## src/rtl/pwm_peripheral.sv

```systemverilog
`default_nettype none
// ============================================================================
// Module      : pwm_peripheral
// Description : 16-pin output driver. Each pin is low, static high or a shared
//               8-bit PWM waveform. Optional macro PWM_SHADOW_EN makes duty
//               updates take effect only at the period boundary.
// Revision    : 1.0 - initial release
// ============================================================================
module pwm_peripheral #(
  parameter int CLK_DIV = 3000,
  parameter int PRE_W   = 12
) (
  input  logic        clk,
  input  logic        rst,
  input  logic        ena,
  input  logic [7:0]  en_reg_out_7_0,
  input  logic [7:0]  en_reg_out_15_8,
  input  logic [7:0]  en_reg_pwm_7_0,
  input  logic [7:0]  en_reg_pwm_15_8,
  input  logic [7:0]  pwm_duty_cycle,
  output logic [15:0] out,
  output logic        period_start
);

  localparam logic [PRE_W-1:0] PRE_MAX = PRE_W'(CLK_DIV - 1);

  logic [PRE_W-1:0] pre;
  logic [7:0]       pcnt;
  logic [7:0]       duty_q;
  logic             tick;
  logic             wrap;
  logic             pwm_level;
  logic [15:0]      en_out;
  logic [15:0]      en_pwm;
  logic [15:0]      pin_next;

  assign en_out = {en_reg_out_15_8, en_reg_out_7_0};
  assign en_pwm = {en_reg_pwm_15_8, en_reg_pwm_7_0};

  // ena gates the tick, so a disabled block never advances or wraps.
  assign tick = ena && (pre == PRE_MAX);
  assign wrap = tick && (pcnt == 8'hFF);

  always_ff @(posedge clk) begin
    if (rst) begin
      pre  <= '0;
      pcnt <= '0;
    end else if (ena) begin
      if (tick) begin
        pre  <= '0;
        pcnt <= pcnt + 8'd1;
      end else begin
        pre  <= pre + PRE_W'(1);
      end
    end
  end

`ifdef PWM_SHADOW_EN
  logic load_pending;

  // Duty is captured once right after reset, then only on the 255->0 wrap.
  always_ff @(posedge clk) begin
    if (rst) begin
      duty_q       <= 8'h00;
      load_pending <= 1'b1;
    end else if (load_pending || wrap) begin
      duty_q       <= pwm_duty_cycle;
      load_pending <= 1'b0;
    end
  end
`else
  always_ff @(posedge clk) begin
    if (rst) begin
      duty_q <= 8'h00;
    end else begin
      duty_q <= pwm_duty_cycle;
    end
  end
`endif

  always_comb begin
    pwm_level = (duty_q == 8'hFF) ? 1'b1 : (pcnt < duty_q);
    pin_next  = (en_out & ~en_pwm) | (en_out & en_pwm & {16{pwm_level}});
  end

  always_ff @(posedge clk) begin
    if (rst) begin
      out          <= 16'h0000;
      period_start <= 1'b0;
    end else if (!ena) begin
      out          <= 16'h0000;
      period_start <= 1'b0;
    end else begin
      out          <= pin_next;
      period_start <= wrap;
    end
  end

endmodule
`default_nettype wire

```

## config.mk

```make
export PLATFORM = sky130hd
export DESIGN_NAME = pwm_peripheral
export DESIGN_NICKNAME = d
export VERILOG_FILES = /design/src/rtl/pwm_peripheral.sv
export SDC_FILE = /design/constraint.sdc
export NUM_CORES = 1
export LEC_CHECK = 0
export BUFFER_PORTS_ARGS = -buffer_cell sky130_fd_sc_hd__buf_2
export CAP_MARGIN = 20
export CORE_MARGIN = 2
export CORE_UTILIZATION = 40
export DETAILED_ROUTE_END_ITERATION = 16
export PLACE_DENSITY = 0.65
export SETUP_SLACK_MARGIN = 0.5
export SLEW_MARGIN = 10
export SYNTH_ARGS = -nofsm -noshare
export SYNTH_HDL_FRONTEND = slang
export SYNTH_SLANG_ARGS = --single-unit
```

## constraint.sdc

```tcl
create_clock -name clk -period 3.03 [get_ports clk]
set_input_delay 0.303 -clock clk [delete_from_list [all_inputs] [get_ports clk]]
set_output_delay 0.303 -clock clk [all_outputs]
set_load 0.1 [all_outputs]
```

==> results of run 1 <==
==> registers in the layout, indices dropped and copies added (netlist names) <==
name / count
pcnt: 8
period_start: 1
pre: 12
duty_q: 8
out: 16
==> metrics by stage <==
stage	setup slack, ns	instance area, sq um	power [W]	hold slack, ns
3_3_place_gp	0.871	2200	0.000771	0.474
2_1_floorplan	0.808	1880	0.000728	0.390
4_1_cts	0.812	2300	0.00120	0.159
3_5_place_dp	0.841	2200	0.000772	0.477
5_1_grt	0.643	2300	0.00124	0.158
6_report	0.807	2300	0.00119	0.169
==> cell type report <==
type	instances	share of cell area
multi-input cells	142	0.390
flip-flops and latches	45	0.391
inverters	9	0.0147
clock inverters	2	0.0152
repair buffers	60	0.131
clock buffers	5	0.0299
well taps	52	0.0282
==> worst max path at each step <==
stage / startpoint / end / slack [ns] / cells past startpoint
after global placement: pre[3] / pcnt[6] / 0.87 / 4
after detailed placement: pre[3] / pcnt[5] / 0.84 / 4
after floorplan: pre[3] / pcnt[6] / 0.81 / 6
after global routing: duty_q[6] / out[6] / 0.64 / 6
after CTS: pre[3] / pcnt[5] / 0.81 / 4
final: pre[3] / pcnt[5] / 0.81 / 4
==> where the power goes <==
part | internal, W | total [W] | switching [W]
sequential | 0.000607 | 0.000614 | 0.00000664
combinational | 0.0000410 | 0.000143 | 0.000102
clock | 0.000240 | 0.000429 | 0.000189
total | 0.000888 | 0.00119 | 0.000298
==> cells in the mapped netlist (2+ instances only) <==
master                     number
sky130_fd_sc_hd__xnor2_1        4
sky130_fd_sc_hd__o21ai_0        4
sky130_fd_sc_hd__nor2_1        17
sky130_fd_sc_hd__dfxtp_1       45
sky130_fd_sc_hd__or4_1          3
sky130_fd_sc_hd__a21oi_1       24
sky130_fd_sc_hd__clkbuf_1       9
sky130_fd_sc_hd__o31ai_1        2
sky130_fd_sc_hd__ha_1           9
sky130_fd_sc_hd__nand2_1       18
sky130_fd_sc_hd__nand2b_1       4
sky130_fd_sc_hd__buf_6          2
sky130_fd_sc_hd__nor2b_1       10
sky130_fd_sc_hd__nand3_1        8
sky130_fd_sc_hd__and4_1         3
sky130_fd_sc_hd__or3_2          2
sky130_fd_sc_hd__inv_1          9
sky130_fd_sc_hd__xor2_1         7
sky130_fd_sc_hd__nand4_1        9
==> cells in the final DEF, fill, tap and decap left out, types with 2 or more instances in the layout <==
| cell | instances |
|---|---|
| sky130_fd_sc_hd__and4_1 | 3 |
| sky130_fd_sc_hd__dfxtp_1 | 45 |
| sky130_fd_sc_hd__nor2_1 | 17 |
| sky130_fd_sc_hd__nor2b_1 | 10 |
| sky130_fd_sc_hd__xor2_1 | 7 |
| sky130_fd_sc_hd__buf_2 | 59 |
| sky130_fd_sc_hd__o31ai_1 | 2 |
| sky130_fd_sc_hd__nand2b_1 | 4 |
| sky130_fd_sc_hd__clkbuf_8 | 5 |
| sky130_fd_sc_hd__a21oi_1 | 24 |
| sky130_fd_sc_hd__nand2_1 | 18 |
| sky130_fd_sc_hd__inv_1 | 9 |
| sky130_fd_sc_hd__or4_1 | 3 |
| sky130_fd_sc_hd__o21ai_0 | 4 |
| sky130_fd_sc_hd__nand4_1 | 9 |
| sky130_fd_sc_hd__xnor2_1 | 4 |
| sky130_fd_sc_hd__ha_1 | 9 |
| sky130_fd_sc_hd__or3_2 | 2 |
| sky130_fd_sc_hd__nand3_1 | 8 |
==> per-layer routing <==
metal | up-vias | GRT usage
met5 | - | 0
met1 | 677 | 0.191
met4 | 0 | 0.0432
met2 | 46 | 0.247
li1 | 826 | -
met3 | 5 | 0.0635
==> logic make-up after synthesis <==
kind of cell / count (synthesis) / share of synthesized area
fa+ha+maj: 9 / 0.0598
mux: 2 / 0.0113
flops: 45 / 0.479
compound gates: 35 / 0.105
simple gates: 85 / 0.246
xor+xnor: 11 / 0.0512
buf+inv: 20 / 0.0479
==> critical path: stages (launching register included) <==
cell and delay, ns:
sky130_fd_sc_hd__dfxtp_1 0.38, sky130_fd_sc_hd__or4b_1 0.55, sky130_fd_sc_hd__or4_4 0.59, sky130_fd_sc_hd__or4_1 0.48, sky130_fd_sc_hd__a21oi_1 0.14
==> flow_summary.toml, run 1 <==
[setup_path]
required_time_of_the_critical_path_ns = 3.25
worst_ep_arrival_time_ns = 2.45
critPathMaxFanout = 11
worstSetupPathType = "reg -> reg"
endpoint_kind = "flop"
start_kind = "flop"
reg2reg_setup_slack_ns = 0.81
reg2regPathDepth = 4
critical_path.reg2reg.startpoint = "pre[3]"
reg2reg_to = "pcnt[5]"

[synth]
netlist_area_before_placement_sq_um = 1880
synthesized_netlist_cell_count = 207
synth-warning-count = 0
netlist_top_cells_area = "sky130_fd_sc_hd__dfxtp_1 (48%), sky130_fd_sc_hd__a21oi_1 (6.4%), sky130_fd_sc_hd__ha_1 (6.0%), sky130_fd_sc_hd__nand2_1 (3.6%), sky130_fd_sc_hd__nor2_1 (3.4%)"
synth-async-reset-ratio = 0
yosysSeqAreaShare = 0.479
predominant_post_synthesis_flop_cell = "sky130_fd_sc_hd__dfxtp_1"
syn_area_per_cell_sq_um = 9.09
synth-seq-cells = 45
synthesis.nets = 259
synth_edf_count = 0
post-synth-top-area-fraction = 0.479
synth.largest_area_cell = "sky130_fd_sc_hd__dfxtp_1"
post_synth_num_cell_types = 37

[place]
port_buffers = 59
dp.final_hpwl_um = 2870
gp_congestion = 0.882
placed_cells = 308

[floorplan]
core_area_sq_um = 4440
top_level_port_count = 60
row_count = 24
initial_utilization = 0.423
die_width_um = 72.6
die_area_sq_um = 5270
fp.dieH_um = 72.6

[status]
outcome = "completed"

[min_path]
min_to = "out[15]"
hold-path-cell-count = 2
hp-start = "en_reg_pwm_15_8[7]"
worstHoldPathType = "in -> reg"

[timing]
fmaxAchievable_mhz = 450
setup-tns-final_ns = 0
finalSetupViolCount = 0
timing.final.hold_violations = 0
slew_viol_final = 0
min_period_over_period = 0.734
worst_slew_pin_slew_ns = 0.967
maxSlewHeadroom = 0.356
finalClockSkew_ns = 0.00300
finalCriticalPeriod_ns = 2.22
grt_setup_unrepaired = "no"

[clocking]
cts_setup_buffers = 0
max-clock-path-buffers = 2
h-tree-depth = 2
postCtsHoldBufs = 0
clk_root_buf = "sky130_fd_sc_hd__clkbuf_8"
inserted_clock_buffers = 5
cts_tree = "done"
worst_setup_hold_path_clk_slew_ns = 0.08
clk-insertion-delay-late_ns = 0.29
cts.sinks = 45
cts_resized = 0

[global_route]
vias_in_the_first_global_route = 1506
track_usage = 0.154
global_route_wire_length_before_repair_um = 6380
grt_overflow_total = 0
antenna_found_initial = 0
grt_max_degree = 23

[routing]
wl_per_cell_um = 12.0
dr_wl_met2_um = 1690
detailroute.via_count = 1554
detailedRoute.firstPassIterationCount = 4
maxUsedRoutingLayer = "met4"
vias_per_cell = 4.93
detail_route.wirelength_um = 3780
number_of_drc_violations_after_detailed_routing = 0
route.antenna.remaining_nets = 0
starting_drt_drc_count = 55
met1_length_um = 1780
route.met3.wl_um = 279

[final_layout]
multi_input_comb_area_sq_um = 898
fin_nets = 315
layout-drive-gt1-share = 0.278
finalNonFillerCells = 315
layout.core_utilization = 0.519
antenna-diode-count = 0
area_growth_syn_to_layout_pct = 22.5
layout.area.seq_sq_um = 901
layout.filler_cells = 438

[pwr]
worst_ir_drop_vdd_uv = 325
pwr_density_cell_nw_per_um2 = 515
p_leak_nw = 1.01

[run]
maxCapViolations = 0
Note: power is estimated with default switching activity, not from simulation.
==> run 2, diff against run 1 <==
==> constraint.sdc (replaced) <==
create_clock -name clk -period 2.25 [get_ports clk]
set_input_delay 0.225 -clock clk [delete_from_list [all_inputs] [get_ports clk]]
set_output_delay 0.225 -clock clk [all_outputs]
set_load 0.1 [all_outputs]
==> run 2 against run 1 <==
Final cell count up 2.5%. Clock-buffer cell count up 1. Setup slack worse by 0.55 ns. Die area unchanged. Global-route usage up 1.0 points. Fmax up 11%. Power up 41%. Via count up 6.4%. Clock power up 48%. Critical path depth unchanged. Final area up 7.3%. Utilization up 3.8 points.
==> flow_summary.toml, run 2 (synthesis results as in run 1) <==
[timing]
fmaxAchievable_mhz = 501
finalClockSkew_ns = 0.00797
finalSetupViolCount = 0
finalCriticalPeriod_ns = 2.00
timing.final.hold_violations = 0
worst_hold_slack_ns = 0.0817
min_period_over_period = 0.887
worst_slew_pin_slew_ns = 0.492
grt_setup_unrepaired = "yes"
slew_viol_final = 0
maxSlewHeadroom = 0.674
setup-tns-final_ns = 0

[floorplan]
core_area_sq_um = 4440
initial_utilization = 0.423
row_count = 24
top_level_port_count = 60
fp.dieH_um = 72.6
die_area_sq_um = 5270
die_width_um = 72.6

[routing]
maxUsedRoutingLayer = "met4"
detail_route.wirelength_um = 3930
route.antenna.remaining_nets = 0
number_of_drc_violations_after_detailed_routing = 0
detailedRoute.firstPassIterationCount = 4
wl_per_cell_um = 12.2
route.met3.wl_um = 390
starting_drt_drc_count = 89
vias_per_cell = 5.12
dr_wl_met2_um = 1730
met1_length_um = 1740
detailroute.via_count = 1653

[clocking]
cts_tree = "done"
worst_setup_hold_path_clk_slew_ns = 0.09
clk-insertion-delay-late_ns = 0.30
clk_root_buf = "sky130_fd_sc_hd__clkbuf_8"
max-clock-path-buffers = 2
inserted_clock_buffers = 5
cts.sinks = 45
h-tree-depth = 2

[global_route]
grt_overflow_total = 0
track_usage = 0.164
global_route_wire_length_before_repair_um = 6700
grt_max_degree = 23
vias_in_the_first_global_route = 1545
antenna_found_initial = 0

[final_layout]
most-common-layout-cells = "sky130_fd_sc_hd__buf_2 (59), sky130_fd_sc_hd__dfxtp_1 (43), sky130_fd_sc_hd__a21oi_1 (22), sky130_fd_sc_hd__nand2_1 (18), sky130_fd_sc_hd__nor2_1 (17)"
largest_reg_flops = 16
area_growth_syn_to_layout_pct = 31.4
reg_top3 = "out: 16 flops, pre: 12 flops"
registers.top_by_ff_count = "out"
layout.filler_cells = 398
layout.cells.most_common = "sky130_fd_sc_hd__buf_2"
fin_nets = 322
layout-drive-gt1-share = 0.332
antenna-diode-count = 0

[setup_path]
start_kind = "flop"
worstSetupPathType = "reg -> reg"
required_time_of_the_critical_path_ns = 2.47
critPathMaxFanout = 5
worst_ep_arrival_time_ns = 2.22
endpoint_kind = "flop"

[status]
outcome = "completed"

[run]
maxCapViolations = 0

[pwr]
pwr_density_cell_nw_per_um2 = 674
p_leak_nw = 1.09
worst_ir_drop_vdd_uv = 387

[min_path]
worstHoldPathType = "in -> reg"

[place]
dp.final_hpwl_um = 2770
port_buffers = 59
gp_congestion = 0.798
[run 2: path summary, 6_finish.rpt]
check,startpoint,to,slack [ns],cells after the start
min,en_reg_pwm_7_0[7],out[7],0.08,2
max reg2reg,pre[10],pcnt[5],0.25,4
min reg2reg,pre[1],pre[1],0.49,2
max,pre[10],pcnt[5],0.25,4
[run 2: worst max-delay path, stage by stage (launching register included)]
cell and delay [ns]:
sky130_fd_sc_hd__dfxtp_2 0.33, sky130_fd_sc_hd__or4b_1 0.51, sky130_fd_sc_hd__or4_4 0.47, sky130_fd_sc_hd__or4_1 0.49, sky130_fd_sc_hd__a21oi_1 0.13
[run 2: power by group]
part / internal (W) / switching, W
Combinational: 0.0000642 / 0.000142
Clock: 0.000361 / 0.000274
Sequential: 0.000818 / 0.00000888
[run 2: metal layers]
| metal | GRT usage | vias to the layer above |
|---|---|---|
| met5 | 0 | - |
| met4 | 0.0658 | 0 |
| li1 | - | 844 |
| met1 | 0.202 | 730 |
| met2 | 0.253 | 70 |
| met3 | 0.0732 | 9 |
[run 2: layout make-up]
cell class / instances / area (sq um) / area share
clock buffer: 6 / 82.6 / 0.0334
sequential: 45 / 903 / 0.365
clock inverter: 2 / 37.5 / 0.0152
tap: 52 / 65.1 / 0.0263
timing repair buffer: 67 / 375 / 0.152
inverter: 9 / 33.8 / 0.0137
multi-input combinational: 142 / 976 / 0.395
[run 2: stage by stage]
| stage | worst slack (ns) | power (W) | utilization | area, sq um | instances |
|---|---|---|---|---|---|
| 2_1_floorplan | 0.263 | 0.000984 | - | 1940 | 207 |
| 3_3_place_gp | 0.130 | 0.00104 | 0.505 | 2250 | 310 |
| 3_5_place_dp | 0.107 | 0.00104 | 0.505 | 2250 | 310 |
| 4_1_cts | 0.200 | 0.00168 | 0.553 | 2460 | 323 |
| 5_1_grt | 0.213 | 0.00175 | 0.557 | 2470 | 323 |
| 6_report | 0.255 | 0.00167 | 0.557 | 2470 | 323 |
[run 2: repair_timing]
item / 4_1_cts / 5_1_grt
pin swaps: 6 / 3
endpoints found under the setup margin: 36 / 36
buffers inserted: 5 / 0
gates resized for setup: 10 / 3
cloned: 0 / 0
hold buffers: 0 / 0
hold endpoints to repair: 0 / 0
==> run 3, diff against run 2 <==
--- a/config.mk
+++ b/config.mk
@@ -7,6 +7,7 @@
 export LEC_CHECK = 0
 export BUFFER_PORTS_ARGS = -buffer_cell sky130_fd_sc_hd__buf_2
 export CAP_MARGIN = 20
+export CORE_ASPECT_RATIO = 0.8
 export CORE_MARGIN = 2
 export CORE_UTILIZATION = 40
 export DETAILED_ROUTE_END_ITERATION = 16
==> run 3 against run 2 <==
Power up 0.79%. Global-route usage up 1.5 points. Combinational power up 6%. Via count up 3.4%. Non-clock buffer count up 6. Die area about the same. Register-to-register slack worse by 0.05 ns. Critical path type unchanged. Highest routed layer unchanged.
==> flow_summary.toml, run 3 (synthesis results as in run 1) <==
[routing]
detail_route.wirelength_um = 4620
number_of_drc_violations_after_detailed_routing = 0
route.antenna.remaining_nets = 0
vias_per_cell = 5.07
detailedRoute.firstPassIterationCount = 4
detailroute.via_count = 1710
wl_per_cell_um = 13.7
starting_drt_drc_count = 168

[timing]
finalCriticalPeriod_ns = 2.05
finalClockSkew_ns = 0.00381
worst_slew_pin_slew_ns = 0.495
fmaxAchievable_mhz = 488
maxSlewHeadroom = 0.672
finalSetupViolCount = 0
layout_setup_ws_ns = 0.202
min_period_over_period = 0.910
setup-tns-final_ns = 0
grt_setup_unrepaired = "yes"
slew_viol_final = 0
timing.final.hold_violations = 0

[clocking]
inserted_clock_buffers = 5
cts_tree = "done"
worst_setup_hold_path_clk_slew_ns = 0.08
postCtsHoldBufs = 0
cts.sinks = 45
max-clock-path-buffers = 2
clk_root_buf = "sky130_fd_sc_hd__clkbuf_8"
clk-insertion-delay-late_ns = 0.30
h-tree-depth = 2

[floorplan]
die_width_um = 80.7
row_count = 22
die_area_sq_um = 5270
top_level_port_count = 60
core_area_sq_um = 4570
fp.dieH_um = 65.4
initial_utilization = 0.412

[pwr]
pwr_density_cell_nw_per_um2 = 644
worst_ir_drop_vdd_uv = 377
p_leak_nw = 1.15

[final_layout]
most-common-layout-cells = "sky130_fd_sc_hd__buf_2 (59), sky130_fd_sc_hd__dfxtp_1 (36), sky130_fd_sc_hd__a21oi_1 (23), sky130_fd_sc_hd__nand2_1 (18), sky130_fd_sc_hd__nor2_1 (17)"
layout-drive-gt1-share = 0.383
final_design_area_no_fill_sq_um = 2610
largest_reg_flops = 16
reg_top3 = "out: 16 flops, pre: 12 flops"
area_growth_syn_to_layout_pct = 38.7
antenna-diode-count = 0
layout.cells.most_common = "sky130_fd_sc_hd__buf_2"
registers.top_by_ff_count = "out"
layout.core_utilization = 0.571
layout.filler_cells = 428
fin_nets = 328

[setup_path]
worstSetupPathType = "reg -> reg"
start_kind = "flop"
endpoint_kind = "flop"
worst_ep_arrival_time_ns = 2.27
required_time_of_the_critical_path_ns = 2.48
critPathMaxFanout = 3

[global_route]
antenna_found_initial = 0
grt_max_degree = 23
track_usage = 0.179
grt_overflow_total = 0
vias_in_the_first_global_route = 1481
global_route_wire_length_before_repair_um = 7130

[place]
dp.final_hpwl_um = 3140
port_buffers = 59
placedInstanceArea_sq_um = 2260
preCtsSetupSlack_ns = 0.0652
gp_congestion = 0.781

[status]
outcome = "completed"

[min_path]
worstHoldPathType = "in -> reg"

[run]
maxCapViolations = 0
[run 3: layout make-up]
| cell class | instances | area (sq um) | area share |
|---|---|---|---|
| repair buffers | 73 | 450 | 0.173 |
| flip-flops and latches | 45 | 915 | 0.350 |
| inverters | 9 | 33.8 | 0.0129 |
| clock buffers | 7 | 86.3 | 0.0331 |
| well taps | 60 | 75.1 | 0.0288 |
| clock inverters | 1 | 30.0 | 0.0115 |
| multi-input cells | 142 | 1020 | 0.391 |
[run 3: metal layers]
metal  share of wire  routed length, um  track usage  vias up
met1            0.48               2200        0.253      801
li1                -                  -            -      856
met5               0                  0            0        -
met4           0.015                 68       0.0763        0
met3           0.049                225       0.0412        8
met2            0.46               2130        0.261       45
[run 3: worst paths after layout]
check | start | end | slack (ns) | depth (start not counted)
setup / recovery | pre[10] | pcnt[5] | 0.20 | 4
hold / removal | en_reg_pwm_7_0[7] | out[7] | 0.08 | 2
setup reg to reg | pre[10] | pcnt[5] | 0.20 | 4
hold reg to reg | pre[1] | pre[1] | 0.50 | 2
[run 3: timing repair]
action	in CTS	in global routing
endpoints found under the setup margin	36	36
gates cloned	0	1
setup buffers	8	1
endpoints found under the hold margin	0	0
resized for setup	13	14
pin swaps	9	8
[run 3: metrics by stage]
stage | total power [W] | hold WS [ns] | cells
CTS | 0.00168 | 0.0728 | 335
global route | 0.00175 | 0.0746 | 337
floorplan | 0.000984 | 0.312 | 207
detailed placement | 0.00104 | 0.398 | 319
global placement | 0.00104 | 0.394 | 319
finish | 0.00168 | 0.0820 | 337
[run 3: power breakdown]
part	switching, W	leakage, nW	internal [W]
sequential	0.0000100	0.371	0.000818
combinational	0.000147	0.721	0.0000717
clock	0.000273	0.0585	0.000362
[run 3: worst max-delay path, cell delays in order (launching register included)]
cell	delay, ns
sky130_fd_sc_hd__dfxtp_2	0.32
sky130_fd_sc_hd__or4b_1	0.52
sky130_fd_sc_hd__or4_4	0.46
sky130_fd_sc_hd__or4_1	0.53
sky130_fd_sc_hd__a21oi_1	0.14
